==> src/rtl/axi_pkg.sv <==
// Shared AXI4 encodings and the LSU master state type.
package axi_pkg;

    localparam logic [1:0] RESP_OKAY   = 2'b00;
    localparam logic [1:0] RESP_EXOKAY = 2'b01;
    localparam logic [1:0] RESP_SLVERR = 2'b10;
    localparam logic [1:0] RESP_DECERR = 2'b11;

    localparam logic [1:0] BURST_INCR = 2'b01;

    localparam logic [2:0] SIZE_B = 3'd0;
    localparam logic [2:0] SIZE_H = 3'd1;
    localparam logic [2:0] SIZE_W = 3'd2;

    typedef enum logic [2:0] {
        IDLE,
        RD_ADDR,
        RD_DATA,
        WR_REQ,
        WR_RESP,
        RSP
    } lsu_state_e;

endpackage

==> src/rtl/axi_lsu_master.sv <==
// Single-outstanding AXI4 master turning LSU load/store requests into
// single-beat AR/R or AW/W/B transactions.
//
// state   | meaning
// IDLE    | waiting for an LSU request (req_ready high)
// RD_ADDR | ARVALID held until ARREADY
// RD_DATA | RREADY high, waiting for RVALID
// WR_REQ  | AWVALID/WVALID held, each dropping on its own handshake
// WR_RESP | BREADY high, waiting for BVALID
// RSP     | one-cycle rsp_valid pulse back to the LSU
module axi_lsu_master
    import axi_pkg::*;
#(
    parameter logic [3:0] ID = 4'h0
) (
    input  logic        S_AXI_ACLK,
    input  logic        S_AXI_ARESETN,
    input  logic        req_valid,
    output logic        req_ready,
    input  logic        req_we,
    input  logic [31:0] req_addr,
    input  logic [2:0]  req_size,
    input  logic [31:0] req_wdata,
    input  logic [3:0]  req_wstrb,
    output logic        rsp_valid,
    output logic [31:0] rsp_rdata,
    output logic        rsp_err,
    output logic [31:0] M_AXI_ARADDR,
    output logic        M_AXI_ARVALID,
    input  logic        M_AXI_ARREADY,
    output logic [3:0]  M_AXI_ARID,
    output logic [7:0]  M_AXI_ARLEN,
    output logic [2:0]  M_AXI_ARSIZE,
    output logic [1:0]  M_AXI_ARBURST,
    input  logic [31:0] M_AXI_RDATA,
    input  logic [1:0]  M_AXI_RRESP,
    input  logic        M_AXI_RVALID,
    output logic        M_AXI_RREADY,
    input  logic        M_AXI_RLAST,
    input  logic [3:0]  M_AXI_RID,
    output logic [31:0] M_AXI_AWADDR,
    output logic        M_AXI_AWVALID,
    input  logic        M_AXI_AWREADY,
    output logic [3:0]  M_AXI_AWID,
    output logic [7:0]  M_AXI_AWLEN,
    output logic [2:0]  M_AXI_AWSIZE,
    output logic [1:0]  M_AXI_AWBURST,
    output logic [31:0] M_AXI_WDATA,
    output logic [3:0]  M_AXI_WSTRB,
    output logic        M_AXI_WVALID,
    output logic        M_AXI_WLAST,
    input  logic        M_AXI_WREADY,
    input  logic [1:0]  M_AXI_BRESP,
    input  logic        M_AXI_BVALID,
    output logic        M_AXI_BREADY,
    input  logic [3:0]  M_AXI_BID
);

    lsu_state_e state;
    logic       aw_done;
    logic       w_done;
    logic       aw_hs;
    logic       w_hs;
    logic       unused;

    function automatic logic misaligned(input logic [2:0] size, input logic [1:0] a);
        case (size)
            SIZE_B:  return 1'b0;
            SIZE_H:  return a[0];
            SIZE_W:  return a != 2'b00;
            default: return 1'b1;
        endcase
    endfunction

    assign req_ready     = (state == IDLE) && S_AXI_ARESETN;
    assign M_AXI_ARID    = ID;
    assign M_AXI_ARLEN   = 8'd0;
    assign M_AXI_ARBURST = BURST_INCR;
    assign M_AXI_AWID    = ID;
    assign M_AXI_AWLEN   = 8'd0;
    assign M_AXI_AWBURST = BURST_INCR;
    assign M_AXI_WLAST   = 1'b1;
    assign M_AXI_RREADY  = (state == RD_DATA);
    assign M_AXI_BREADY  = (state == WR_RESP);
    assign aw_hs         = M_AXI_AWVALID && M_AXI_AWREADY;
    assign w_hs          = M_AXI_WVALID && M_AXI_WREADY;
    // Single-beat reads make RLAST redundant; only the error bit of a response matters.
    assign unused        = ^{M_AXI_RLAST, M_AXI_RRESP[0], M_AXI_BRESP[0]};

    always_ff @(posedge S_AXI_ACLK) begin
        if (!S_AXI_ARESETN) begin
            state         <= IDLE;
            aw_done       <= 1'b0;
            w_done        <= 1'b0;
            M_AXI_ARADDR  <= '0;
            M_AXI_ARSIZE  <= '0;
            M_AXI_ARVALID <= 1'b0;
            M_AXI_AWADDR  <= '0;
            M_AXI_AWSIZE  <= '0;
            M_AXI_AWVALID <= 1'b0;
            M_AXI_WDATA   <= '0;
            M_AXI_WSTRB   <= '0;
            M_AXI_WVALID  <= 1'b0;
            rsp_valid     <= 1'b0;
            rsp_rdata     <= '0;
            rsp_err       <= 1'b0;
        end else begin
            case (state)
                IDLE: begin
                    if (req_valid) begin
                        rsp_rdata <= '0;
                        rsp_err   <= 1'b0;
                        if (misaligned(req_size, req_addr[1:0])) begin
                            rsp_err <= 1'b1;
                            state   <= RSP;
                        end else if (req_we) begin
                            M_AXI_AWADDR  <= req_addr;
                            M_AXI_AWSIZE  <= req_size;
                            M_AXI_WDATA   <= req_wdata;
                            M_AXI_WSTRB   <= req_wstrb;
                            M_AXI_AWVALID <= 1'b1;
                            M_AXI_WVALID  <= 1'b1;
                            aw_done       <= 1'b0;
                            w_done        <= 1'b0;
                            state         <= WR_REQ;
                        end else begin
                            M_AXI_ARADDR  <= req_addr;
                            M_AXI_ARSIZE  <= req_size;
                            M_AXI_ARVALID <= 1'b1;
                            state         <= RD_ADDR;
                        end
                    end
                end
                RD_ADDR: begin
                    if (M_AXI_ARREADY) begin
                        M_AXI_ARVALID <= 1'b0;
                        state         <= RD_DATA;
                    end
                end
                RD_DATA: begin
                    if (M_AXI_RVALID) begin
                        rsp_rdata <= M_AXI_RDATA;
                        rsp_err   <= M_AXI_RRESP[1] | (M_AXI_RID != ID);
                        rsp_valid <= 1'b1;
                        state     <= RSP;
                    end
                end
                WR_REQ: begin
                    if (aw_hs) begin
                        M_AXI_AWVALID <= 1'b0;
                        aw_done       <= 1'b1;
                    end
                    if (w_hs) begin
                        M_AXI_WVALID <= 1'b0;
                        w_done       <= 1'b1;
                    end
                    if ((aw_done || aw_hs) && (w_done || w_hs))
                        state <= WR_RESP;
                end
                WR_RESP: begin
                    if (M_AXI_BVALID) begin
                        rsp_rdata <= '0;
                        rsp_err   <= M_AXI_BRESP[1] | (M_AXI_BID != ID);
                        rsp_valid <= 1'b1;
                        state     <= RSP;
                    end
                end
                RSP: begin
                    // Misaligned requests arrive with the pulse not yet raised.
                    if (!rsp_valid) begin
                        rsp_valid <= 1'b1;
                    end else begin
                        rsp_valid <= 1'b0;
                        state     <= IDLE;
                    end
                end
                default: state <= IDLE;
            endcase
        end
    end

endmodule

==> config.mk <==
export PLATFORM = sky130hd
export DESIGN_NAME = axi_lsu_master
export DESIGN_NICKNAME = d
export VERILOG_FILES = /design/src/rtl/axi_pkg.sv /design/src/rtl/axi_lsu_master.sv
export SDC_FILE = /design/constraint.sdc
export NUM_CORES = 1
export LEC_CHECK = 0
export BUFFER_PORTS_ARGS = -buffer_cell sky130_fd_sc_hd__buf_2
export CORE_ASPECT_RATIO = 1.25
export CORE_MARGIN = 4
export CORE_UTILIZATION = 45
export CTS_CLUSTER_SIZE = 20
export DETAILED_ROUTE_END_ITERATION = 7
export PLACE_DENSITY = 0.8
export SKIP_LAST_GASP = 1
export SYNTH_ARGS = -nofsm -noshare
export SYNTH_HDL_FRONTEND = slang
export SYNTH_SLANG_ARGS = --single-unit
export TNS_END_PERCENT = 20
==> constraint.sdc <==
create_clock -name S_AXI_ACLK -period 2 [get_ports S_AXI_ACLK]
set_input_delay 0.3 -clock S_AXI_ACLK [delete_from_list [all_inputs] [get_ports S_AXI_ACLK]]
set_output_delay 0.3 -clock S_AXI_ACLK [all_outputs]
set_load 0.02 [all_outputs]
==> results.tsv <==
stage	metric	value	unit
logic_synthesis	#FFs+latches synth	148	
hold_path	Hold Path Class	in2reg	
job	max_cap viols	0	
final_layout	Area Overhead vs Synth	32.7	%
clock_tree	root buf cell	clkbuf_16	
clock_tree	Worst-path clk slew	0.06	ns
logic_synthesis	sequential fraction of the synthesis area	48.3	%
drt	DRT antenna net count	0	
floorplanning	Die W	112	um
clock_tree	deepest clock path buffer count	2	
worst_setup_path	Critical Path RT	1.70	ns
final_layout	layout cells sized above 1	33.8	%
logic_synthesis	Synth warnings	0	
clock_tree	CTS tree	yes	
final_layout	# fillers	1262	
timing	Setup-failing EPs final	0	
drt	Vias/cell	5.50	
global_routing	grt ovf	0	
drt	Iter 0 DRT Violations	611	
logic_synthesis	ys async rst share	0	%
timing	post-route minimum period	1.91	ns
drt	Post-route DRC	0	
power_and_ir_drop	clock power share	38.6	%
power_and_ir_drop	sequential power share	39.0	%
power_and_ir_drop	P_int	5.57	mW
logic_synthesis	cell area after technology mapping	0.00613	mm^2
clock_tree	htree depth	4	
logic_synthesis	post-synth top area share	48.3	%
timing	Final WS setup	0.0850	ns
place	Post-DP HPWL	13100	um
run_status	outcome	completed	
worst_setup_path	WP depth	3	
power_and_ir_drop	power per cell area	1000	mW/mm^2
worst_setup_path	FF-to-FF setup slack	0.23	ns
timing	Hold Vio Cnt, Final	0	
timing	fin crit share	95.7	%
global_routing	pin count of the biggest net entering global routing	109	
global_routing	first-pass GRT wire length	29800	um
drt	drt pass-1 iters	5	
place	Placed Area	0.00754	mm^2
power_and_ir_drop	Comb pwr share	22.4	%
floorplanning	Die Area	0.0156	mm^2
worst_setup_path	CP Capture Type	output port	
worst_setup_path	CP delay by family, top	flip-flops	
worst_setup_path	critical path launch point type	register	
worst_setup_path	Critical Path Fanout Max	34	
floorplanning	IO Count	300	
hold_path	Hold Crit Depth	2	
final_layout	Layout Cells excl Fill	1154	
worst_setup_path	Critical Path AT	1.61	ns
power_and_ir_drop	leakage	3.44	nW
floorplanning	Initial Utilization	46.1	%
logic_synthesis	number of synthesized flops with an enable pin	0	
power_and_ir_drop	worst vdd ir	0.602	mV
place	Inst Count DP	1121	
logic_synthesis	top post-synthesis cells by area	dfxtp_1, a21oi_1, o21ai_0, nand3_1, buf_4	
drt	wirelength, routed	19000	um
clock_tree	CTS buffer count	17	
global_routing	initial antenna violation count	0	
power_and_ir_drop	switching share of power	31.8	%
logic_synthesis	Mapped Avg Cell Area	8.24	um^2
final_layout	Nets	1094	
worst_setup_path	Critical Path Slowest Stage Cell	dfxtp_2	
logic_synthesis	Yosys cell types	40	
timing	RSZ-0062 raised after global routing	false	
logic_synthesis	cell count after synthesis	744	
worst_setup_path	critical path type	reg2out	
timing	Fmax achieved	522	MHz
clock_tree	Worst-Skew Late Latency	0.41	ns
final_layout	Design Area, Final	0.00813	mm^2
floorplanning	Placeable Area	0.0133	mm^2
worst_setup_path	worst r2r path cells	5	
drt	vias	6350	
timing	Pins Over Slew Limit	0	
place	Placer Congestion	0.835	
place	worst slack, placed	0.140	ns
place	IO buf count	267	
floorplanning	die height	138	um
worst_setup_path	CP Cell Sequence	nor3b_4 -> buf_12 -> buf_2	
power_and_ir_drop	Sw Pwr	2.59	mW
timing	Clock Skews	0.0107	ns
global_routing	vias in the first global route	5934	
floorplanning	row count	47	
drt	DR WL/cell	16.4	um
clock_tree	hold_buf cts	0	
logic_synthesis	top_reg_cell synth	dfxtp_1	
timing	setup tns final	0	ns
worst_setup_path	CP peak stage delay	0.49	ns
clock_tree	clock sink count	148	
global_routing	gr usage total	23.0	%
final_layout	final core occ	61.2	%
logic_synthesis	area leader, netlist	dfxtp_1	
worst_setup_path	CP bufs+invs	2	
## layer usage
layer  track usage [%]  vias to the layer above  routed length (um)
met3              6.60                       33                1520
met1              27.4                     2967                7480
li1                  -                     3083                   -
met2              38.9                      267                9480
met5                 0                        -                   0
met4              8.99                        0                 484
## cells by family after synthesis
kind of cell	synth area share (%)
muxes	0.490
buffers and inverters	9.78
and+or+nand+nor	14.8
DFF	48.3
other	0.123
AOI/OAI and AO/OA	26.5
## metrics by stage
stage	total power [mW]	hold WS (ns)
after floorplan	4.46	0.424
after global placement	5.06	0.415
after detailed placement	5.06	0.421
after CTS	8.22	0.111
after global routing	8.54	0.123
final	8.16	0.124
## cell usage after synthesis (2+ instances only)
cell type / n
a211oi_1: 2
a21oi_1: 147
a31oi_1: 3
buf_2: 25
buf_4: 30
buf_6: 3
clkbuf_1: 52
conb_1: 2
dfxtp_1: 148
inv_1: 3
mux2i_1: 3
nand2_1: 12
nand2b_1: 3
nand3_1: 105
nand4_1: 33
nor2_1: 6
nor3_2: 2
o211ai_1: 4
o21ai_0: 137
o21ai_1: 3
o31ai_1: 2
## worst paths after layout
path,startpoint,endpoint
max,state[1]$_SDFFE_PN0P_,M_AXI_RREADY
min reg2reg,M_AXI_ARSIZE[2]$_SDFFE_PN0P_,M_AXI_ARSIZE[2]$_SDFFE_PN0P_
min,M_AXI_ARREADY,M_AXI_ARVALID$_SDFFE_PN0P_
max reg2reg,state[1]$_SDFFE_PN0P_,M_AXI_WDATA[30]$_SDFFE_PN0P_
## sequential cells by signal, indices dropped and copies added, names as in the netlist
signal and flops:
rsp_valid 1, rsp_rdata 32, rsp_err 1, M_AXI_ARSIZE 3, aw_done 1, M_AXI_AWADDR 32
M_AXI_WDATA 32, M_AXI_AWVALID 1, M_AXI_WVALID 1, M_AXI_ARVALID 1, w_done 1, M_AXI_WSTRB 4
M_AXI_ARADDR 32, state 3, M_AXI_AWSIZE 3
## cell usage in the layout (no fill, tap or decap), types with 2 or more instances in the layout
| master | n |
|---|---|
| nor2_1 | 6 |
| o31ai_1 | 2 |
| nand4_1 | 33 |
| buf_12 | 12 |
| clkbuf_1 | 2 |
| o211ai_1 | 4 |
| buf_2 | 266 |
| nand2_1 | 12 |
| clkbuf_16 | 17 |
| inv_6 | 3 |
| conb_1 | 29 |
| a31oi_1 | 3 |
| nor3_2 | 2 |
| nand2b_1 | 3 |
| bufinv_16 | 2 |
| inv_1 | 2 |
| a211oi_1 | 2 |
| a21oi_1 | 147 |
| nand3_1 | 105 |
| o21ai_0 | 137 |
| dfxtp_1 | 147 |
| o21ai_1 | 3 |
| mux2i_1 | 3 |
| clkinvlp_4 | 6 |
| buf_4 | 12 |
## worst reg2reg max path, stage by stage, from the launching register on
cell and delay, ns:
dfxtp_2 0.40, nor3_2 0.28, o2111a_4 0.40, buf_12 0.27, nand3_1 0.16, a21oi_1 0.19
## area by class of cell
| cell class | instances | area (um^2) | area share, % |
|---|---|---|---|
| multi-input combinational | 508 | 2690 | 33.1 |
| sequential | 148 | 2960 | 36.5 |
| tap | 171 | 214 | 2.63 |
| timing repair buffer | 290 | 1660 | 20.4 |
| clock inverter | 13 | 151 | 1.86 |
| inverter | 4 | 17.5 | 0.215 |
| clock buffer | 19 | 433 | 5.32 |
| antenna | 1 | 2.50 | 0.0308 |
## timing repair
item,4_1_cts,5_1_grt
endpoints found under the hold margin,0,0
endpoints found under the setup margin,1,0
setup buffers,0,0
gates resized for setup,1,0
## power by group through the flow
stage | logic, mW | clock network (mW) | registers (mW)
floorplan | 1.08 | 0 | 3.37
global placement | 1.82 | 0 | 3.24
detailed placement | 1.82 | 0 | 3.24
CTS | 1.82 | 3.21 | 3.18
global route | 1.98 | 3.35 | 3.20
finish | 1.83 | 3.15 | 3.18
Power figures use the tool's default switching activity.
